<file path="config.mk">
export PLATFORM = sky130hd
export DESIGN_NAME = systolic_feeder
export DESIGN_NICKNAME = d
export VERILOG_FILES = /design/src/rtl/systolic_feeder.sv
export SDC_FILE = /design/constraint.sdc
export NUM_CORES = 1
export LEC_CHECK = 0
export ABC_AREA = 1
export CAP_MARGIN = 20
export CORE_MARGIN = 2
export CORE_UTILIZATION = 50
export CTS_CLUSTER_DIAMETER = 200
export DETAILED_ROUTE_END_ITERATION = 10
export MAX_ROUTING_LAYER = met4
export PLACE_DENSITY = 0.81
export SLEW_MARGIN = 20
export SYNTH_ARGS = -nofsm -noshare
export SYNTH_HDL_FRONTEND = slang
export SYNTH_SLANG_ARGS = --single-unit
</file>
<file path="constraint.sdc">
create_clock -name i_clock -period 4.2 [get_ports i_clock]
set_clock_uncertainty 0.05 [all_clocks]
set_input_delay 0.84 -clock i_clock [delete_from_list [all_inputs] [get_ports i_clock]]
set_output_delay 0.84 -clock i_clock [all_outputs]
set_load 0.02 [all_outputs]
</file>
<file path="src/rtl/systolic_feeder.sv">
// Operand feeder for a SIZE x SIZE systolic array: buffers A and B, then streams them skewed.
// Define SYSTOLIC_FEEDER_ERR_EN to build the sticky protocol-error flag driven on o_error.
module systolic_feeder #(
  parameter int unsigned SIZE   = 4,
  parameter int unsigned I_BITS = 8
) (
  input  logic                     i_clock,
  input  logic                     i_reset,
  input  logic                     i_wr_en,
  input  logic                     i_wr_sel,
  input  logic [$clog2(SIZE)-1:0]  i_wr_row,
  input  logic [$clog2(SIZE)-1:0]  i_wr_col,
  input  logic [I_BITS-1:0]        i_wr_data,
  input  logic                     i_start,
  input  logic [2:0]               i_matrix_size,
  output logic [SIZE*I_BITS-1:0]   o_a_full,
  output logic [SIZE*I_BITS-1:0]   o_b_full,
  output logic                     o_array_reset,
  output logic                     o_busy,
  output logic                     o_done,
  output logic                     o_error
);

  localparam int unsigned IdxW = $clog2(SIZE);
  localparam int unsigned NW   = $clog2(SIZE + 1);
  localparam int unsigned TW   = $clog2(2 * SIZE);

  typedef enum logic [1:0] {StIdle, StStream, StDone} state_e;

  state_e                  state_q, state_d;
  logic [TW-1:0]           t_q, t_d;
  logic [NW-1:0]           n_q, n_d;
  logic [I_BITS-1:0]       a_mem [SIZE][SIZE];
  logic [I_BITS-1:0]       b_mem [SIZE][SIZE];
  logic [SIZE*I_BITS-1:0]  a_full_q, a_full_d;
  logic [SIZE*I_BITS-1:0]  b_full_q, b_full_d;
  logic                    busy_q, done_q, array_reset_q;
  logic                    wr_ok, size_ok, last;
  logic [I_BITS-1:0]       a_v, b_v;
  int                      col;

  assign wr_ok   = i_wr_en && (state_q != StStream);
  assign size_ok = (i_matrix_size != 3'd0) && (32'(i_matrix_size) <= SIZE);
  assign last    = (32'(t_q) + 32'd2) == (32'(n_q) * 32'd2);

  always_comb begin
    state_d = state_q;
    t_d     = t_q;
    n_d     = n_q;
    unique case (state_q)
      StIdle: begin
        if (i_start) begin
          state_d = StStream;
          t_d     = '0;
          n_d     = size_ok ? NW'(i_matrix_size) : NW'(SIZE);
        end
      end
      StStream: begin
        if (last) begin
          state_d = StDone;
          t_d     = '0;
        end else begin
          t_d = t_q + 1'b1;
        end
      end
      StDone:  state_d = StIdle;
      default: state_d = StIdle;
    endcase
  end

  // Lanes are computed for the next step; a write landing on the start edge is forwarded so
  // that it is visible from t=0.
  always_comb begin
    a_full_d = '0;
    b_full_d = '0;
    a_v      = '0;
    b_v      = '0;
    col      = 0;
    if (state_d == StStream) begin
      for (int k = 0; k < int'(SIZE); k++) begin
        col = int'(t_d) - k;
        if (k < int'(n_d) && col >= 0 && col < int'(n_d)) begin
          a_v = a_mem[IdxW'(k)][IdxW'(col)];
          b_v = b_mem[IdxW'(col)][IdxW'(k)];
          if (wr_ok && !i_wr_sel && i_wr_row == IdxW'(k) && i_wr_col == IdxW'(col)) begin
            a_v = i_wr_data;
          end
          if (wr_ok && i_wr_sel && i_wr_row == IdxW'(col) && i_wr_col == IdxW'(k)) begin
            b_v = i_wr_data;
          end
          a_full_d[k*I_BITS +: I_BITS] = a_v;
          b_full_d[k*I_BITS +: I_BITS] = b_v;
        end
      end
    end
  end

  always_ff @(posedge i_clock or negedge i_reset) begin
    if (!i_reset) begin
      state_q       <= StIdle;
      t_q           <= '0;
      n_q           <= NW'(SIZE);
      a_full_q      <= '0;
      b_full_q      <= '0;
      busy_q        <= 1'b0;
      done_q        <= 1'b0;
      array_reset_q <= 1'b1;
    end else begin
      state_q       <= state_d;
      t_q           <= t_d;
      n_q           <= n_d;
      a_full_q      <= a_full_d;
      b_full_q      <= b_full_d;
      busy_q        <= (state_d == StStream);
      done_q        <= (state_d == StDone);
      array_reset_q <= (state_d == StIdle);
    end
  end

  always_ff @(posedge i_clock or negedge i_reset) begin
    if (!i_reset) begin
      for (int r = 0; r < int'(SIZE); r++) begin
        for (int c = 0; c < int'(SIZE); c++) begin
          a_mem[r][c] <= '0;
          b_mem[r][c] <= '0;
        end
      end
    end else if (wr_ok) begin
      if (i_wr_sel) begin
        b_mem[i_wr_row][i_wr_col] <= i_wr_data;
      end else begin
        a_mem[i_wr_row][i_wr_col] <= i_wr_data;
      end
    end
  end

`ifdef SYSTOLIC_FEEDER_ERR_EN
  logic error_q;

  always_ff @(posedge i_clock or negedge i_reset) begin
    if (!i_reset) begin
      error_q <= 1'b0;
    end else if ((state_q == StIdle && i_start && !size_ok) ||
                 (state_q == StStream && i_wr_en)) begin
      error_q <= 1'b1;
    end
  end

  assign o_error = error_q;
`else
  assign o_error = 1'b0;
`endif

  assign o_a_full      = a_full_q;
  assign o_b_full      = b_full_q;
  assign o_array_reset = array_reset_q;
  assign o_busy        = busy_q;
  assign o_done        = done_q;

endmodule

</file>
==> Yosys cells after proc, flatten, opt, wreduce, memory -nomap -nowiden <==
Cells that the tools add are included.
{ "word_totals": {"reg_bits": 331, "inputBits": 20, "output_inout_bits": 68} }
{ "op_classes": {"n_addsub": 5, "n_lt_le_gt_ge": 21, "n_eq_ne": 19, "muxes": 51, "bitwise_logic": 7, "n_reduce_logical": 38} }
{ "op_table": {"columns": ["cell", "count"], "rows": [
  ["$bwmux 128", 2],
  ["$mux 8", 25],
  ["$mux 32", 5],
  ["$bmux 32 s2", 2],
  ["$bmux 8 s2", 4],
  ["$demux 32 s2", 1],
  ["$mux 24", 2],
  ["$logic_and 1x1->1", 30],
  ["$demux 8 s2", 1],
  ["$eq 2x2->1", 8],
  ["$mux 3", 5],
  ["$ge 2x3->1 const B", 4],
  ["$ge 4x1->1 const B", 3],
  ["$lt 4x4->1", 3],
  ["$eq 2x2->1 const B", 5],
  ["$eq 2x1->1 const B", 4],
  ["$logic_not 2->1", 4],
  ["$not 2->2", 4],
  ["$sub 3x2->4 const B", 2],
  ["$ge 3x3->1 const B", 2],
  ["$lt 1x3->1 const A", 2],
  ["$lt 2x3->1 const A", 2],
  ["$lt 3x1->1 const B", 2],
  ["$not 2->3", 2],
  ["other kinds (15)", 17]
]} }

==> Logic depth before layout (Yosys ltp) <==
{ "depth": {"depth_word": 12, "depth_mapped": 21, "depth_no_buf": 17} }

==> Least setup slack after synthesis <==
Ideal clock, no wire load.
{ "synth_timing": {"path_type": "input to register", "from": "input port i_start", "to": "register a_full_q[14] (netlist: o_a_full[14])", "arrival_ps": 3391, "required_ps": 4079, "slack_ps": 688, "stages": 18, "cell_sequence": "nand2_1 -> nor2_4 -> nor2_4 -> nand2_1 -> nand2_1 -> buf_4 -> buf_2 -> ha_1 -> buf_2 -> clkinv_1 -> buf_1 -> ha_1 -> nand2_1 -> nand2_1 -> nand2_2 -> buf_4 -> nand3_1 -> nor2_1"} }
{ "synth_between": {"elab_chain_cells": 10} }
{ "synth_lines": {"columns": ["item", "line_no", "text"], "rows": [
  ["start: declaration", "14", "input logic i_start,"],
  ["$mux 3 (*)", "52", "if (i_start) begin"],
  ["$pmux 3 s2 (*)", "50", "unique case (state_q)"],
  ["named net t_d[1]", "31", "logic [TW-1:0] t_q, t_d;"],
  ["$sub 3x1->4 (*)", "81", "col = int'(t_d) - k;"],
  ["$not 2->2 (implied by the code)", "83", "a_v = a_mem[IdxW'(k)][IdxW'(col)];"],
  ["$bmux 8 s2", "83", null],
  ["$mux 8 (implied by the code) (2 in series)", "83", null],
  ["$mux 8", "85", "if (wr_ok && !i_wr_sel && i_wr_row == IdxW'(k) && i_wr_col == IdxW'(col)) begin"],
  ["$mux 8 (*)", "82", "if (k < int'(n_d) && col >= 0 && col < int'(n_d)) begin"],
  ["$mux 32 (*)", "79", "if (state_d == StStream) begin"],
  ["named net a_full_d[14]", "35", "logic [SIZE*I_BITS-1:0] a_full_q, a_full_d;"],
  ["end signal: assignment", "112", "a_full_q <= a_full_d;"],
  ["end: declaration", "35", null]
]} }
The timed path passes the listed nets; every way through them passes the cells marked *. The select of a mux whose other input is x is not followed.
A chain may end at the register's enable or synchronous reset.

==> Final worst setup path <==
{ "layout_timing": {"from": "input port i_start", "to": "register b_full_q[15] (netlist: o_b_full[15])"} }
{ "layout_between": {"elab_chain_cells": 10} }
{ "layout_lines": {"columns": ["item", "line_no", "text"], "rows": [
  ["$mux 3", "52", null],
  ["$pmux 3 s2", "50", null],
  ["$sub 3x1->4", "81", null],
  ["$not 2->2 (implied by the code)", "84", "b_v = b_mem[IdxW'(col)][IdxW'(k)];"],
  ["$bmux 32 s2", "84", null],
  ["$mux 24 (implied by the code) (2 in series)", "84", null],
  ["$mux 8", "88", "if (wr_ok && i_wr_sel && i_wr_row == IdxW'(col) && i_wr_col == IdxW'(k)) begin"],
  ["$mux 8", "82", null],
  ["$mux 32 (*)", "79", null],
  ["named net b_full_d[15]", "36", "logic [SIZE*I_BITS-1:0] b_full_q, b_full_d;"],
  ["end signal: assignment", "113", "b_full_q <= b_full_d;"],
  ["end: declaration", "36", null]
]} }
Marked as above.

==> impl_metrics.ini <==
[layout]
fin_nets = 1181
layout-area-overhead-vs-synth_pct = 16.0
antennaDiodeCount = 0
post_route_cells_drive_above_1_share = 0.0942

[clock_tree]
cts_buffers = 17
cts-resized-gates = 0
clk_path_buf_depth = 2
cts.repair_timing.setup_buffer_count = 0
cts.hold.buffers_added = 0
clock-sinks = 187
tritoncts = built
htreeDepth = 4
clk_pin_slew_worst_paths_ns = 0.07
clock_latency_ns = 0.44
cts_root_buffer = clkbuf_16

[floorplanning]
dieArea_um2 = 19400
core-area_um2 = 18000
num_rows = 49
die-height_um = 139
initial_util = 0.509
boundaryPins = 88
die-width_um = 139

[timing]
tightestPinTransition_ns = 1.04
finalHoldWorstSlack_ns = 0.346
finalWorstSetupSlack_ns = 0.851
setup_viol_count_final = 0
fmax_mhz = 299
tns_ns = 0
grt_setup_unrepaired = false
maxSlewHeadroom = 0.302
finalHoldViolCount = 0
period_needed_ns = 3.35
share_of_the_clock_period_used_by_the_worst_path_after_layout = 0.797
drv_slew = 0

[placed_design]
placement.io_buffers = 86
dpl_worst_slack_ns = 0.474
place_congestion = 0.963
dp.final_hpwl_mm = 15.8

[yosys]
combined_area_of_all_synthesized_cells_um2 = 9140
post_synth_most_frequent_cells = 197 x nor2_1, 194 x nand2_1, 185 x dfrtp_1
postSynthNetCount = 1123
yosysMostFrequentCell = nor2_1
yosys.cell_types.count = 42
ys.flop_type = dfrtp_1
netlist_top_cells_area = dfrtp_1 51%, nor2_1 8.1%, nand2_1 8.0%, a21oi_1 5.1%, inv_1 3.4%
yosys.area.top_type = dfrtp_1
syn-mean-instance-area_um2 = 8.41
synth_seq_area_share = 0.512
number_of_enable_flip_flop_cells_after_synthesis = 0
synth-seq-cells = 187
synth_async_sr_flop_share = 1.00
synth_cells = 1087
ys.warnings.count = 0
post_synth_top_area_share = 0.506

[global_route]
grt.total_usage = 0.259
globalRouteOverflowTotal = 0
grt_pass1_vias = 7245
grt_max_degree = 90
grt_pass1_wl_mm = 38.6
grt_antenna_before_repair = 0

[setup_path]
crit_path_max_fanout = 23
critical_path_at_ns = 3.63
timing.setup.critical_path_class = primary input to flip-flop
critical_path.startpoint_type = primary input
crit_path_end_kind = flip-flop
r2r.worst_path.cells = 14
crit_required_ns = 4.48

[power]
intPower_mw = 2.69
total_power_mw = 3.53
switching_power_uw = 838
power_per_cell_area_nw_per_um2 = 332
vdd.ir_drop.worst_uv = 258
power.clock.fraction = 0.437
combinationalPowerShare = 0.047
share_seq_of_total_power = 0.516
netSwitchingFraction = 0.238
p_leak_nw = 5.28

[routing]
drt-wirelength-per-cell_um = 17.2
detail_route.drc_violations = 0
route.vias.total = 7700
drt_pre_antenna_iters = 5
ant_nets = 0
detail_route.iter0.violations = 893
routed_wirelength_mm = 23.8
vias_per_cell = 5.56

[worst_hold_path]
min_path_type = primary input to async pin

[status]
run_status = completed

[job]
max-cap-violations = 0
## area by class of cell
type	instances	area, µm²
clock buffers	18	439
clock inverters	13	120
fillers	1520	7360
inverters	90	338
multi-input cells	737	3660
flip-flops and latches	187	4680
well taps	229	287
repair buffers	112	1080
## stage by stage
step | cells | instance area, µm² | util
floorplan | 1087 | 9140 | -
global placement | 1355 | 10000 | 0.559
detailed placement | 1355 | 10000 | 0.559
CTS | 1386 | 10600 | 0.590
global route | 1386 | 10600 | 0.590
finish | 1386 | 10600 | 0.590
## power groups by stage
| stage | clock network, mW | logic, mW | registers, mW |
|---|---|---|---|
| after global routing | 1.63 | 0.180 | 1.82 |
| final | 1.54 | 0.164 | 1.82 |
| after floorplan | 0 | 0.0611 | 1.85 |
| after detailed placement | 0 | 0.163 | 1.85 |
| after global placement | 0 | 0.161 | 1.85 |
| after CTS | 1.55 | 0.164 | 1.82 |
## layout by cell type (no fill, tap or decap), types with 2 or more instances in the layout
master and count:
nand4_1 31, a21oi_2 8, nand2_4 2, clkbuf_16 17, nor3_2 2, nor3_4 4
o21ai_2 3, dfrtp_1 185, buf_12 2, xnor2_1 3, a21oi_1 93, ha_1 16
nor2_1 197, a211oi_1 15, nand3_2 3, inv_2 7, clkinv_2 3, clkinv_4 3
clkdlybuf4s50_1 85, clkinvlp_4 3, inv_1 82, o21ai_1 27, inv_6 3, nand3_4 3
nor2_4 3, nand2_2 8, and3_1 2, buf_4 24, nand2_1 194, dfstp_2 2
o21ai_0 53, nand3_1 58, xor2_1 2
## metal layers
layer  global-route usage  routed length (µm)  vias to the layer above  share of wire
li1                     -                   -                     3629              -
met1                0.346                9990                     3630           0.42
met2                0.397               11300                      382           0.47
met3               0.0465                1810                       59          0.076
met4               0.0994                 709                        0          0.030
met5                    -                   0                        -              0
## worst max-delay path: stages
cell and delay (ns):
clkdlybuf4s50_1 0.45, nand2_1 0.08, nor2_4 0.18, nor2_4 0.07
nand2_4 0.29, nand2_1 0.10, ha_1 0.40, xnor2_1 0.17
nor2_1 0.48, nand3_2 0.29, o21ai_0 0.22, nor2_1 0.06
## registers in the layout, summed over array words and instances, names as in the netlist
name,cells
o_array_reset,1
n_q,3
b_mem,64
o_busy,1
t_q,3
state_q,2
o_a_full,17
a_mem,64
o_done,1
o_b_full,31
## final timing paths
check                               end       from  slack (ns)
max in group asynchronous   o_b_full[2]    i_reset        2.87
hold / removal               a_mem[102]    i_reset        0.35
setup reg to reg           o_b_full[15]     t_q[1]        0.91
hold reg to reg               a_mem[88]  a_mem[88]        0.44
setup / recovery           o_b_full[15]    i_start        0.85
min in group i_clock          a_mem[88]  a_mem[88]        0.44
## cells by family after synthesis
| group | after synthesis | share of synthesized area |
|---|---|---|
| compound gates | 201 | 0.120 |
| xor+xnor | 5 | 0.00479 |
| fa+ha+maj | 16 | 0.0219 |
| buf+inv | 163 | 0.0880 |
| flops | 187 | 0.512 |
| other cells | 1 | 0.000410 |
| simple gates | 514 | 0.253 |
No activity file was read; power rests on OpenSTA's default activity.
==> RTL change, RTL diff (config.mk and constraints unchanged) <==
Build with the macro `SYSTOLIC_FEEDER_ERR_EN` defined.
--- a/src/rtl/systolic_feeder.sv
+++ b/src/rtl/systolic_feeder.sv
@@ -1,4 +1,6 @@
 // Operand feeder for a SIZE x SIZE systolic array: buffers A and B, then streams them skewed.
 // Define SYSTOLIC_FEEDER_ERR_EN to build the sticky protocol-error flag driven on o_error.
+`define SYSTOLIC_FEEDER_ERR_EN
+
 module systolic_feeder #(
   parameter int unsigned SIZE   = 4,
Check against the original RTL: not equivalent (a bounded check fails within 4 cycles, from zero or initial values and one cycle with i_reset low).
==> RTL change against the original RTL <==
Wire length about the same; sequential cell count increased by 1; final cell count increased by 0.14%; synthesized cell count increased by 0.28%; design area increased by 0.81%; count of clock-buffer cells in the layout increased by 1; global-route usage decreased by 0.086 points; worst hold slack improved by 0.089 ns; via count decreased by 0.34%; synthesized area increased by 0.18%; worst setup slack got worse by 0.22 ns; total power increased by 4.0%; critical endpoint is now o_a_full[10]; highest routed layer unchanged.
==> RTL change: results (changes against the original RTL) <==
Static leakage power: 5.30 nW (was 5.28 nW)
Capturing point of the worst reg2reg path: o_a_full[10] (was o_b_full[15])
Global-route usage over all layers: 0.258 (was 0.259)
Global routing usage on met2: 0.387 (was 0.397)
Result of the run: finished, final reports clean (unchanged)
Combinational fraction of design power: 0.045 (was 0.047)
Net count of the mapped netlist: 1126 (was 1123)
Internal power component: 2.84 mW (was 2.69 mW)
Routability congestion estimate from global placement: 0.886 (was 0.963)
Worst voltage drop across the vdd grid: 0.267 mV (was 0.258 mV)
GR met1 Demand/Resource: 0.350 (was 0.346)
Pre-CTS setup slack: 0.583 ns (was 0.474 ns)
Top cells by area, synth: sky130_fd_sc_hd__dfrtp_1 51%, sky130_fd_sc_hd__nor2_1 8.4%, sky130_fd_sc_hd__nand2_1 8.1% (was sky130_fd_sc_hd__dfrtp_1 51%, sky130_fd_sc_hd__nor2_1 8.1%, sky130_fd_sc_hd__nand2_1 8.0%)
Mean number of vias per cell: 5.53 (was 5.56)
Critical path data arrival time: 3.88 ns (was 3.63 ns)
Routed wire length on met3: 2060 µm (was 1810 µm)
Total of fill cells in the finished design: 1514 (was 1520)
Met2 WL: 10900 µm (was 11300 µm)
DRT met1 WL: 10300 µm (was 9990 µm)
Logic depth of the worst register-to-register path: 15 (was 14)
Path category of the worst min-delay check: flop to flop (was primary input to async pin)
Most used standard cells in the synthesized netlist: 206 x sky130_fd_sc_hd__nor2_1, 197 x sky130_fd_sc_hd__nand2_1, 186 x sky130_fd_sc_hd__dfrtp_1, 89 x sky130_fd_sc_hd__a21oi_1, 77 x sky130_fd_sc_hd__o21ai_0 (was 197 x sky130_fd_sc_hd__nor2_1, 194 x sky130_fd_sc_hd__nand2_1, 185 x sky130_fd_sc_hd__dfrtp_1, 93 x sky130_fd_sc_hd__a21oi_1, 82 x sky130_fd_sc_hd__inv_1)
Layout cells sized above 1: 0.0975 (was 0.0942)
Total of buffers placed on input and output ports: 87 (was 86)
Average cell area after synthesis: 8.40 µm² (was 8.41 µm²)
WL final: 23800 µm (about the same)
Library cell contributing the largest single delay on the critical path: sky130_fd_sc_hd__nand3_2 (was sky130_fd_sc_hd__nor2_1)
Met3 usage in global routing: 0.0595 (was 0.0465)
DR iter-0 viols: 753 (was 893)
Least-Margin Pin Slew: 0.996 ns (was 1.04 ns)
Distinct cell type count of the synthesized netlist: 40 (was 42)
RTL change: kinds of logic (layout without fill, tap and decap cells):
family / Yosys count / after routing / share of synthesized area
buffers and inverters: 155 / 224 / 0.0818
adders and majority gates: 16 / 16 / 0.0219
DFF: 188 / 188 / 0.514
AOI/OAI and AO/OA: 202 / 202 / 0.123
xor gates and xnor gates: 5 / 5 / 0.00478
and+or+nand+nor: 524 / 524 / 0.255
RTL change: cell type report:
class                           count  area [µm²]  share of cell area
Tap cell                          229         287              0.0268
Multi-Input combinational cell    747        3710               0.347
Clock buffer                       19         453              0.0424
Timing Repair Buffer              108        1060              0.0989
Clock inverter                     13         164              0.0153
Sequential cell                   188        4710               0.440
Inverter                           84         315              0.0295
RTL change: metrics by stage:
step	instance area, µm²	util	power (mW)
after floorplan	9160	-	1.92
after global placement	10100	0.561	2.02
after detailed placement	10100	0.561	2.03
after CTS	10700	0.595	3.68
after global routing	10700	0.595	3.78
final	10700	0.595	3.67
